File: src/rtl/mod_hash_seq.sv
`default_nettype none
// ============================================================================
// Module      : mod_hash_seq
// Description : Command sequencer for a hash compression core. For every
//               512-bit message block it issues LOAD_H, HASH and SUM_STORE.
//               Each command is held until the core raises rdy. The sequencer
//               then drives CMD_IDLE until the core drops rdy again. A
//               per-command watchdog aborts the job to FAIL if the core stalls.
// Ports       : clk, rst      - single rising-edge clock, sync active-high rst
//               start, nblk   - job request and block count (0 means 1)
//               rdy           - completion level from the compression core
//               cmd           - command to the core (registered)
//               blk_idx       - block being processed (W source select)
//               h_src, h_dst  - H bank read by LOAD_H / written by SUM_STORE
//               busy, done    - job in progress / one-cycle completion pulse
//               err           - sticky timeout flag
// Revision    : 1.0 - initial release
// ============================================================================
module mod_hash_seq #(
    parameter logic [7:0]  CMD_IDLE      = 8'd0,
    parameter logic [7:0]  CMD_LOAD_H    = 8'd1,
    parameter logic [7:0]  CMD_HASH      = 8'd2,
    parameter logic [7:0]  CMD_SUM_STORE = 8'd3,
    parameter logic [15:0] TMO           = 16'd1024
) (
    input  logic       clk,
    input  logic       rst,
    input  logic       start,
    input  logic [3:0] nblk,
    input  logic       rdy,
    output logic [7:0] cmd,
    output logic [3:0] blk_idx,
    output logic [1:0] h_src,
    output logic [1:0] h_dst,
    output logic       busy,
    output logic       done,
    output logic       err
);

    localparam logic [3:0] C_ST_IDLE     = 4'd0;
    localparam logic [3:0] C_ST_LOAD     = 4'd1;
    localparam logic [3:0] C_ST_LOAD_REL = 4'd2;
    localparam logic [3:0] C_ST_HASH     = 4'd3;
    localparam logic [3:0] C_ST_HASH_REL = 4'd4;
    localparam logic [3:0] C_ST_SUM      = 4'd5;
    localparam logic [3:0] C_ST_SUM_REL  = 4'd6;
    localparam logic [3:0] C_ST_FIN      = 4'd7;
    localparam logic [3:0] C_ST_FAIL     = 4'd8;

    logic [3:0]  r_state;
    logic [3:0]  r_last;      // index of the final block of the job
    logic [15:0] r_wdog;

    logic [3:0]  w_next_state;
    logic [3:0]  w_next_blk;
    logic [3:0]  w_next_last;
    logic [7:0]  w_next_cmd;
    logic        w_tmo;
    logic        w_next_busy;

    // The watchdog is cleared on each state change, so r_wdog counts the
    // cycles already spent in the current state. The job aborts once TMO
    // cycles have elapsed without the expected rdy level.
    assign w_tmo = (r_wdog == (TMO - 16'd1));

    always_comb begin
        w_next_state = r_state;
        w_next_blk   = blk_idx;
        w_next_last  = r_last;
        case (r_state)
            C_ST_IDLE: begin
                if (start) begin
                    w_next_state = C_ST_LOAD;
                    w_next_blk   = 4'd0;
                    w_next_last  = (nblk == 4'd0) ? 4'd0 : (nblk - 4'd1);
                end
            end
            // rdy is level-sensitive: a level already high on entry completes.
            C_ST_LOAD: begin
                if (rdy)        w_next_state = C_ST_LOAD_REL;
                else if (w_tmo) w_next_state = C_ST_FAIL;
            end
            C_ST_LOAD_REL: begin
                if (!rdy)       w_next_state = C_ST_HASH;
                else if (w_tmo) w_next_state = C_ST_FAIL;
            end
            C_ST_HASH: begin
                if (rdy)        w_next_state = C_ST_HASH_REL;
                else if (w_tmo) w_next_state = C_ST_FAIL;
            end
            C_ST_HASH_REL: begin
                if (!rdy)       w_next_state = C_ST_SUM;
                else if (w_tmo) w_next_state = C_ST_FAIL;
            end
            C_ST_SUM: begin
                if (rdy)        w_next_state = C_ST_SUM_REL;
                else if (w_tmo) w_next_state = C_ST_FAIL;
            end
            C_ST_SUM_REL: begin
                if (!rdy) begin
                    if (blk_idx == r_last) begin
                        w_next_state = C_ST_FIN;
                    end else begin
                        w_next_state = C_ST_LOAD;
                        w_next_blk   = blk_idx + 4'd1;
                    end
                end else if (w_tmo) begin
                    w_next_state = C_ST_FAIL;
                end
            end
            C_ST_FIN:  w_next_state = C_ST_IDLE;
            C_ST_FAIL: w_next_state = C_ST_IDLE;
            default:   w_next_state = C_ST_IDLE;
        endcase
    end

    // Outputs are decoded from the next state and registered, so each output
    // reflects the state the controller is in during that cycle.
    always_comb begin
        w_next_cmd = CMD_IDLE;
        case (w_next_state)
            C_ST_LOAD: w_next_cmd = CMD_LOAD_H;
            C_ST_HASH: w_next_cmd = CMD_HASH;
            C_ST_SUM:  w_next_cmd = CMD_SUM_STORE;
            default:   w_next_cmd = CMD_IDLE;
        endcase
    end

    assign w_next_busy = (w_next_state != C_ST_IDLE) &&
                         (w_next_state != C_ST_FIN)  &&
                         (w_next_state != C_ST_FAIL);

    always_ff @(posedge clk) begin
        if (rst) begin
            r_state <= C_ST_IDLE;
            r_last  <= 4'd0;
            r_wdog  <= 16'd0;
            cmd     <= CMD_IDLE;
            blk_idx <= 4'd0;
            h_src   <= 2'd0;
            h_dst   <= 2'd1;
            busy    <= 1'b0;
            done    <= 1'b0;
            err     <= 1'b0;
        end else begin
            r_state <= w_next_state;
            r_last  <= w_next_last;
            blk_idx <= w_next_blk;
            cmd     <= w_next_cmd;
            busy    <= w_next_busy;
            done    <= (w_next_state == C_ST_FIN);

            if (w_next_state != r_state)
                r_wdog <= 16'd0;
            else if (w_next_busy)
                r_wdog <= r_wdog + 16'd1;

            if ((r_state == C_ST_IDLE) && start)
                err <= 1'b0;
            else if (w_next_state == C_ST_FAIL)
                err <= 1'b1;

            // Bank selects only move when a block starts, keeping them stable
            // for the whole LOAD/HASH/SUM sequence of that block.
            if (w_next_state == C_ST_LOAD) begin
                h_src <= (w_next_blk == 4'd0) ? 2'd0 : 2'd1;
                h_dst <= (w_next_blk == w_next_last) ? 2'd2 : 2'd1;
            end
        end
    end

endmodule
`default_nettype wire
File: config.mk
export PLATFORM = sky130hd
export DESIGN_NAME = mod_hash_seq
export DESIGN_NICKNAME = d
export VERILOG_FILES = /design/src/rtl/mod_hash_seq.sv
export SDC_FILE = /design/constraint.sdc
export NUM_CORES = 1
export LEC_CHECK = 0
export ABC_AREA = 0
export BUFFER_PORTS_ARGS = -buffer_cell sky130_fd_sc_hd__buf_2
export CORE_MARGIN = 2
export CORE_UTILIZATION = 35
export CTS_CLUSTER_DIAMETER = 120
export DETAILED_ROUTE_END_ITERATION = 6
export HOLD_SLACK_MARGIN = 0.1
export SETUP_SLACK_MARGIN = 0.02
export SLEW_MARGIN = 20
export SYNTH_ARGS = -nofsm -noshare
export SYNTH_HDL_FRONTEND = slang
export SYNTH_SLANG_ARGS = --single-unit
File: constraint.sdc
create_clock -name clk -period 8 [get_ports clk]
set_clock_uncertainty 0.15 [all_clocks]
set_input_delay 1.6 -clock clk [delete_from_list [all_inputs] [get_ports clk]]
set_output_delay 1.6 -clock clk [all_outputs]
set_load 0.005 [all_outputs]
==> flow_summary_export.csv <==
group,metric,value,unit
layout,diodes,0,
die,die_x,82.4,µm
clocking,ctsResizeCount,0,
critical_path,crit_start,"rdy",
global_routing,grt_start_max_net_pins,28,
yosys,ys_types,64,
critical_path,cp-end-kind,"flip-flop",
clocking,cts_tree,"built",
yosys,synth-main-ff-cell,"dfxtp_1",
yosys,synth_top_area_frac,0.335,
sta,fin_ws,4520,ps
sta,tightestPinTransition,611,ps
sta,setup_tns,0,ps
route,drt_iter0_drc,104,
die,io_pins,27,
sta,setup_viol_count_final,0,
clocking,cts.clk_slew.worst_paths,80,ps
layout,layout.cells.non_filler,335,
layout,fillers,607,
placement,port_buffers,19,
yosys,yosysTopAreaCell,"dfxtp_1",
placement,dp_hpwl,3.06,mm
yosys,synth_edf_count,0,
sta,hold_viol,0,
route,ant_nets,0,
route,wl_per_cell,12.8,µm
critical_path,reg2reg_from,"r_wdog[0]$_SDFFE_PP0P_",
route,routed_wl,4.28,mm
clocking,clockRootBuffer,"clkbuf_8",
layout,regArea,721,µm²
layout,layout_common_cells,"dfxtp_1 (36), nand2_1 (20), buf_2 (19), nor2_1 (18), a21oi_1 (10)",
global_routing,antenna_found_initial,0,
sta,fmax,287,MHz
critical_path,crit_required,8020,ps
yosys,synth.cell_area,2150,µm²
critical_path,critical_path_class,"in2reg",
die,initial_utilization,0.363,
yosys,avgSynthCellArea,8.85,µm²
placement,placed_cells,327,
clocking,clock-sinks,36,
clocking,htree_levels,2,
clocking,max-clock-path-buffers,2,
placement,gp_congestion,0.773,
sta,post-route-period-util,0.435,
clocking,numCtsBuffers,5,
yosys,yosys-top-cells-area,"dfxtp_1 (34%), nand2_1 (3.5%), nor2_1 (3.1%), o21ai_2 (2.9%), buf_4 (2.8%)",
route,drc_errors,0,
layout,multiInputGateArea,1290,µm²
die,num_rows,28,
layout,final_common_cell,"dfxtp_1",
clocking,clkLatencyLatePin,290,ps
route,vias,1779,
clocking,hold_buffers,0,
route,drtPass1Iterations,4,
global_routing,grt_pass1_vias,1557,
critical_path,start_kind,"input port",
die,die_height,82.4,µm
yosys,ys.warnings.count,0,
power,power_density,184,nW/µm²
power,peakVddDrop,0.117,mV
critical_path,cp_max_fo,14,
yosys,async_flop_share,0,
global_routing,grt_pass1_wl,7.30,mm
power,cellLeakagePower,0.000835,µW
placement,detailedPlace.worstSlack,4270,ps
die,die-area,6790,µm²
sta,rsz0062_at_grt,"false",
clocking,post_cts_buffers,0,
min_path,hold_class,"reg2reg",
layout,layout-drive-gt1-share,0.231,
global_routing,track_usage,0.137,
sta,drv_slew,0,
route,viasPerCell,5.31,
job,cap_viol_max_count,0,
layout,area_delta_synth_final,8.38,%
min_path,worst_hold_startpoint,"h_dst[0]$_SDFFE_PP1N_",
status,outcome,"completed",
global_routing,grt_remaining_overflow,0,
yosys,ys_ff_latch,36,
yosys,yosysSeqAreaShare,0.335,
sta,fin_crit,3480,ps
power,power,429,µW
layout,layout.nets,269,
critical_path,arrival,3500,ps
yosys,syn_inst,243,
sta,relSlewSlack,0.592,
die,core_area,5920,µm²
## layer usage
metal	routed length, µm	share of wire	GRT usage
met2	1870	0.44	0.204
met5	0	0	0
met1	2210	0.52	0.198
met4	38	0.0089	0.0350
met3	157	0.037	0.0337
## worst max-delay path, stage by stage
cell and delay (ps):
buf_2 180, nor4_2 470, or3b_1 410, mux2i_1 280
xnor2_1 120, nor4_2 290, a32oi_1 130
## kinds of logic (layout without fill, tap and decap cells)
kind of cell,count (synthesis),count (layout),share of synthesized area
buf+inv,26,37,0.0745
other cells,1,7,0.00174
xor+xnor,10,10,0.0442
fa+ha+maj,2,2,0.0116
simple gates,111,111,0.316
mux,5,5,0.0239
flops,36,36,0.335
compound gates,52,52,0.193
## sequential cells by signal, indices dropped and copies added (netlist names)
signal and count:
blk_idx 4, busy 1, cmd 2, done 1, err 1, h_dst 2, h_src 1, r_last 4
r_state 4, r_wdog 16
## through the flow
| stage | instance area, µm² | hold WS, ps | utilization |
|---|---|---|---|
| 4_1_cts | 2330 | 316 | 0.394 |
| 6_report | 2330 | 310 | 0.394 |
| 3_3_place_gp | 2240 | 284 | 0.379 |
| 3_5_place_dp | 2240 | 304 | 0.379 |
| 2_1_floorplan | 2170 | 290 | - |
| 5_1_grt | 2330 | 343 | 0.394 |
## final timing paths
| check | to | slack [ps] | depth (start not counted) |
|---|---|---|---|
| worst max-delay path | h_dst[0]$_SDFFE_PP1N_ | 4520 | 7 |
| worst min-delay path | h_dst[0]$_SDFFE_PP1N_ | 310 | 2 |
| worst max register to register | r_wdog[12]$_SDFFE_PP0P_ | 5160 | 8 |
| worst min register to register | h_dst[0]$_SDFFE_PP1N_ | 310 | 2 |
## power by group
| group | switching [µW] | leakage [µW] | internal, µW |
|---|---|---|---|
| combinational | 61.6 | 0.000495 | 38.6 |
| sequential | 11.3 | 0.000292 | 190 |
| clock | 67.0 | 0.0000479 | 60.7 |
| total | 140 | 0.000835 | 289 |
## Yosys cell counts, drive strengths merged, types with 5 or more instances
library cell	count
dfxtp	36
nor3	9
xnor2	5
a21oi	16
nor2b	7
or4	5
nand2	20
buf	14
xor2	5
o21ai	14
nand3	9
nor2	20
inv	9
nor4	7
or3	9
## area by class of cell
class | count | area share
inverters | 9 | 0.0145
well taps | 75 | 0.0403
repair buffers | 20 | 0.0440
multi-input cells | 187 | 0.554
flip-flops and latches | 36 | 0.309
clock inverters | 3 | 0.00805
clock buffers | 5 | 0.0295
No activity file was read; power rests on OpenSTA's default activity.
